==> src/rtl/memory_arbiter.sv <==
// Single-port RAM arbiter for instruction fetch and data access with fixed latency and fetch fairness.
// Optional hit counters (icount/dcount) are enabled by defining MEMORY_ARBITER_STATS_EN.
module memory_arbiter #(
  parameter int unsigned LAT = 2,
  parameter int unsigned AW  = 32,
  parameter int unsigned DW  = 32
) (
  input  logic          CLK,
  input  logic          nRST,
  input  logic          iREN,
  input  logic [AW-1:0] iaddr,
  output logic          ihit,
  output logic [DW-1:0] iload,
  input  logic          dREN,
  input  logic          dWEN,
  input  logic [AW-1:0] daddr,
  input  logic [DW-1:0] dstore,
  output logic          dhit,
  output logic [DW-1:0] dload,
  output logic          ramREN,
  output logic          ramWEN,
  output logic [AW-1:0] ramaddr,
  output logic [DW-1:0] ramstore,
  input  logic [DW-1:0] ramload
`ifdef MEMORY_ARBITER_STATS_EN
  ,
  output logic [31:0]   icount,
  output logic [31:0]   dcount
`endif
);

  typedef enum logic [2:0] {IDLE, IBUSY, DBUSY, IRESP, DRESP} state_t;

  state_t        state_q, state_d;
  logic [3:0]    cnt_q, cnt_d;
  logic          ipri_q, ipri_d;
  logic          dwr_q, dwr_d;
  logic [AW-1:0] ramaddr_q, ramaddr_d;
  logic [DW-1:0] ramstore_q, ramstore_d;
  logic [DW-1:0] iload_q, iload_d;
  logic [DW-1:0] dload_q, dload_d;
  logic          dreq;

  assign dreq = dREN | dWEN;

  always_ff @(posedge CLK or negedge nRST) begin
    if (!nRST) begin
      state_q    <= IDLE;
      cnt_q      <= '0;
      ipri_q     <= 1'b0;
      dwr_q      <= 1'b0;
      ramaddr_q  <= '0;
      ramstore_q <= '0;
      iload_q    <= '0;
      dload_q    <= '0;
    end else begin
      state_q    <= state_d;
      cnt_q      <= cnt_d;
      ipri_q     <= ipri_d;
      dwr_q      <= dwr_d;
      ramaddr_q  <= ramaddr_d;
      ramstore_q <= ramstore_d;
      iload_q    <= iload_d;
      dload_q    <= dload_d;
    end
  end

  always_comb begin
    state_d    = state_q;
    cnt_d      = cnt_q;
    ipri_d     = ipri_q;
    dwr_d      = dwr_q;
    ramaddr_d  = ramaddr_q;
    ramstore_d = ramstore_q;
    iload_d    = iload_q;
    dload_d    = dload_q;
    unique case (state_q)
      IDLE: begin
        // Data wins by default; a fetch starved by a completed data access goes first.
        if (iREN && (ipri_q || !dreq)) begin
          state_d   = IBUSY;
          cnt_d     = 4'(LAT);
          ramaddr_d = iaddr;
          ipri_d    = 1'b0;
        end else if (dreq) begin
          state_d    = DBUSY;
          cnt_d      = 4'(LAT);
          ramaddr_d  = daddr;
          ramstore_d = dstore;
          dwr_d      = dWEN;
        end
      end
      IBUSY: begin
        if (cnt_q == 4'd0) begin
          iload_d = ramload;
          state_d = IRESP;
        end else begin
          cnt_d = cnt_q - 4'd1;
        end
      end
      DBUSY: begin
        if (cnt_q == 4'd0) begin
          if (!dwr_q) dload_d = ramload;
          state_d = DRESP;
        end else begin
          cnt_d = cnt_q - 4'd1;
        end
      end
      IRESP: state_d = IDLE;
      DRESP: begin
        state_d = IDLE;
        if (iREN) ipri_d = 1'b1;
      end
      default: state_d = IDLE;
    endcase
  end

  // Hits are qualified by the live request so a dropped request completes silently.
  assign ihit     = (state_q == IRESP) && iREN;
  assign dhit     = (state_q == DRESP) && dreq;
  assign ramREN   = (state_q == IBUSY) || ((state_q == DBUSY) && !dwr_q);
  assign ramWEN   = (state_q == DBUSY) && dwr_q;
  assign ramaddr  = ramaddr_q;
  assign ramstore = ramstore_q;
  assign iload    = iload_q;
  assign dload    = dload_q;

`ifdef MEMORY_ARBITER_STATS_EN
  logic [31:0] icount_q, dcount_q;

  always_ff @(posedge CLK or negedge nRST) begin
    if (!nRST) begin
      icount_q <= '0;
      dcount_q <= '0;
    end else begin
      if (ihit) icount_q <= icount_q + 32'd1;
      if (dhit) dcount_q <= dcount_q + 32'd1;
    end
  end

  assign icount = icount_q;
  assign dcount = dcount_q;
`endif

endmodule

==> config.mk <==
export PLATFORM = sky130hd
export DESIGN_NAME = memory_arbiter
export DESIGN_NICKNAME = d
export VERILOG_FILES = /design/src/rtl/memory_arbiter.sv
export SDC_FILE = /design/constraint.sdc
export NUM_CORES = 1
export LEC_CHECK = 0
export ABC_AREA = 1
export BUFFER_PORTS_ARGS = -buffer_cell sky130_fd_sc_hd__clkbuf_2
export CORE_MARGIN = 2
export CORE_UTILIZATION = 48
export CTS_CLUSTER_SIZE = 16
export DETAILED_ROUTE_END_ITERATION = 7
export PLACE_DENSITY = 0.89
export RECOVER_POWER = 25
export SLEW_MARGIN = 20
export SYNTH_ARGS = -nofsm -noshare
export SYNTH_HDL_FRONTEND = slang
export SYNTH_SLANG_ARGS = --single-unit
==> constraint.sdc <==
create_clock -name CLK -period 1.9 [get_ports CLK]
set_input_delay 0.57 -clock CLK [delete_from_list [all_inputs] [get_ports CLK]]
set_output_delay 0.57 -clock CLK [all_outputs]
set_load 0.005 [all_outputs]
# Word-level counts from Yosys, hierarchy flattened
# Index checks and enable logic that the tools add are counted.
# totals
register_bits	137
input_bits	133
output_inout_bits	132
word_cells	58
# op_classes
addsub	1
n_eq_ne	10
mux	14
n_bitwise	3
reduce_logical	22
# op_table
operator	n
two-way mux 32 bit	2
AND reduction 3 bit	5
two-way mux 3 bit	4
two-way mux 4 bit	3
!= test 2 bit (second input constant)	5
one-hot mux 3 bit (3 select lines)	1
one-hot mux 4 bit (2 select lines)	1
== test 3 x 2 -> 1 bit (second input constant)	2
nonzero test 2 bit	3
logical AND 1 bit	5
logical NOT 4 bit	1
AND reduction 2 bit	2
subtractor 4 x 1 -> 4 bit (second input constant)	1
== test 3 x 1 -> 1 bit (second input constant)	1
== test 3 bit (second input constant)	1
logical NOT 3 bit	1
!= test 3 bit (second input constant)	1
logical NOT 1 bit	2
logical OR 1 bit	2
two-way mux 1 bit	2
NOT 1 bit	2
one-hot mux 1 bit (2 select lines)	1
OR reduction 2 bit	1
bitwise OR 1 bit	1

# Longest topological paths before layout
# logic_depth
ltp_word	6
mapped_depth	8
depth_no_buf	8

# Worst setup path after synthesis
# Ideal clock, no wire load.
# synth_path
path_type	reg2out
from	reg state_q[0]
to	out ramREN
arrival_time_ns	1.007
t_required_ns	1.330
path_slack_ns	0.323
path_stages_with_launch	7
path_buffers	1
cell_sequence	dfrtp_1 -> nor2_1 -> nand2_1 -> inv_2 -> nand2_4 -> clkbuf_1 -> nand2_1
# synth_via
elab_chain_len	3
elab_cells_between_ends	4
cone_classes	eq/ne: 2; reduce/logical: 2
# synth_rtl
element	line	source
start: declaration	34	state_t state_q, state_d;
start signal: assignment	57	state_q <= state_d;
== test 3 x 2 -> 1 bit	121	assign ramREN = (state_q == IBUSY) || ((state_q == DBUSY) && !dwr_q);
logical AND 1 bit	121	
logical OR 1 bit *	121	
end: declaration	20	output logic ramREN,
# Mark *: on every way between the ends. The rest lies on a longest branch, timed or not.

# Worst setup path in the final report
# layout_path
from	reg state_q[1]
to	out dhit
# layout_via
elab_chain_len	2
# layout_rtl
element	line	source
== test 3 bit	120	assign dhit = (state_q == DRESP) && dreq;
logical AND 1 bit	120	
end: declaration	18	output logic dhit,
# No other way between the ends.

==> reports/results.ini <==
[synthesis]
synth_commonest_cells=nand2_1 (284), dfrtp_1 (137), inv_1 (76)
ys_seq_area_frac=0.555
syn-num-nets=870
syn_inst=735
yosysTopAreaCell=dfrtp_1
ys_ff_latch=137
ys.warnings.count=0
synthFlopType=dfrtp_1
async_reset_ff_frac=1.00
ys_types=24
syn-cell-area_um2=6170
synth.area.top_cells=dfrtp_1 (56%), nand2_1 (17%), o21ai_0 (5.8%), o21ai_2 (4.7%), inv_1 (4.6%)
syn_area_per_cell_um2=8.40
yosysTopAreaCellShare=0.555
synth_most_common_cell=nand2_1
synth-edff-count=0

[cells_and_area]
syn2layout_area_growth_pct=34.7
diodes=0
ff_latch_area_um2=3430
stdcell_area_um2=8320
nNetsFinal=1137
stdcell_count=1187
fill_cells=995
multi_input_area_um2=2210
drive_gt1_frac=0.364

[grt]
grt_pass1_vias=5669
grt_antenna_before_repair=0
grt_start_max_net_pins=65
grt_pass1_wl_um=26900
grt-ovfl-total=0
grt_usage=0.240

[power]
p_total_uw=14700
powerDensity_nw_per_um2=1770
ir_drop_uv=994
p_leak_uw=0.00478

[critical_path]
required_ps=1330
r2r_start=cnt_q[0]$_DFFE_PN0P_
critical_path_class=reg -> out
start_kind=register
end_kind=output pin
r2r-end=cnt_q[3]$_DFFE_PN0P_
reg2reg_depth=9
cp.arrival_ps=1370
cp_max_fo=5
reg2reg_slack_ps=180

[cts]
clkTransAtPathRegs_ps=60
numCtsBuffers=17
clock_path_buffers=2
cts_tree=built
insertion_delay_ps=420
numClockSinks=137
cts_htree_levels=4
hold_buffers=0
root_buffer=clkbuf_16

[sta]
fin_tns_setup_ps=-41.8
setup_viol_count_final=2
clock-skew-final_ps=8.98
slew_headroom=0.342
period_needed_ps=1940
tightest_slew_ps=988
hold_violations=0
period_share=1.02
rsz0062_at_grt=true
drv_slew=0
max_freq_ghz=0.517
timing.final.ws_setup_ps=-35.6

[drt]
viasPerCell=4.85
wl_per_cell_um=13.5
routed_wl_um=16000
drc_errors=0
drt-initial-drc-count=323
dr.pass1.iters=5
ant_nets=0
via_count=5757

[place]
post_dp_cell_area_um2=7660
dp_cells=1150
dp_hpwl_um=11400
place_ws_ps=186
place_congestion=0.844
port_buffers=264

[outcome]
outcome=finished with violations
violations=setup timing

[floorplan]
dieArea_um2=13800
rows=41
die_w_um=117
die_h_um=117
start_util=0.491
core_um2=12600
io_pins=265

[hold_path]
hold_class=in -> async

[flow_run]
maxCapViolations=0

## report_power, final
| group | total [uW] | internal (uW) | switching (uW) | leakage [uW] |
|---|---|---|---|---|
| clock | 3620 | 2390 | 1220 | 0.000324 |
| combinational | 5850 | 2460 | 3390 | 0.00279 |
| sequential | 5240 | 4400 | 833 | 0.00167 |
| total | 14700 | 9260 | 5440 | 0.00478 |
## critical path, stage by stage (launching register included)
cell and delay [ps]:
dfrtp_2 440, nor2_2 160, nand2_1 90, nor2_1 130
clkbuf_2 140
## registers in the layout, indices dropped and copies added (netlist names)
register and flops:
cnt_q 4, dload 32, dwr_q 1, iload 32, ipri_q 1, ramaddr 32
ramstore 32, state_q 3
## placed cells by master (no fill, tap or decap), drive strengths merged
cell type / count
or2: 1
xnor2: 1
a21oi: 2
inv: 79
ha: 2
dfrtp: 137
nand2: 287
clkinv: 7
clkbuf: 285
nor2: 45
o21ai: 133
buf: 21
and2: 1
bufinv: 5
nand3: 9
## what timing repair did
action                     in CTS  in global routing
cloned                          0                  0
pin swaps                       1                  2
setup buffers                   3                  2
resized for setup               2                  7
setup endpoints to repair       4                  4
## cells by family (layout without fill, tap and decap cells)
kind of cell / Yosys count / in the layout / share of synthesized area
AOI/OAI and AO/OA: 135 / 135 / 0.129
and+or+nand+nor: 343 / 343 / 0.220
xor gates and xnor gates: 1 / 1 / 0.00142
DFF: 137 / 137 / 0.555
adders and majority gates: 2 / 2 / 0.00405
buffers and inverters: 117 / 397 / 0.0894
## worst max path at each step
stage          cells past startpoint  slack (ps)                   start                  endpoint
5_1_grt                            4         -80  state_q[0]$_DFFE_PN0P_                    ramREN
2_1_floorplan                      6         320  state_q[0]$_DFFE_PN0P_                    ramREN
3_5_place_dp                       7         190                    dWEN  ramstore[17]$_DFFE_PN0P_
6_report                           4         -40  state_q[1]$_DFFE_PN0P_                      dhit
3_3_place_gp                       4         230                    dWEN                      dhit
4_1_cts                            6         -40  state_q[0]$_DFFE_PN0P_                    ramREN
## cell type report
| class | count | area share |
|---|---|---|
| repair buffers | 286 | 0.181 |
| multi-input cells | 481 | 0.266 |
| well taps | 172 | 0.0259 |
| flip-flops and latches | 137 | 0.412 |
| clock inverters | 12 | 0.0236 |
| clock buffers | 20 | 0.0549 |
| inverters | 79 | 0.0357 |
## stage by stage
step                utilization  hold slack, ps
floorplan                     -             274
global placement          0.609             461
detailed placement        0.609             468
CTS                       0.664            72.6
global route              0.662             344
finish                    0.662             311
## per-layer routing
metal	wire length (um)	part of all wire	GRT usage	vias to the layer above
met5	0	0	0	-
met4	447	0.028	0.109	0
met3	1050	0.065	0.0564	37
met2	8150	0.51	0.417	234
met1	6340	0.40	0.284	2688
li1	-	-	-	2798
Power figures use the tool's default switching activity.
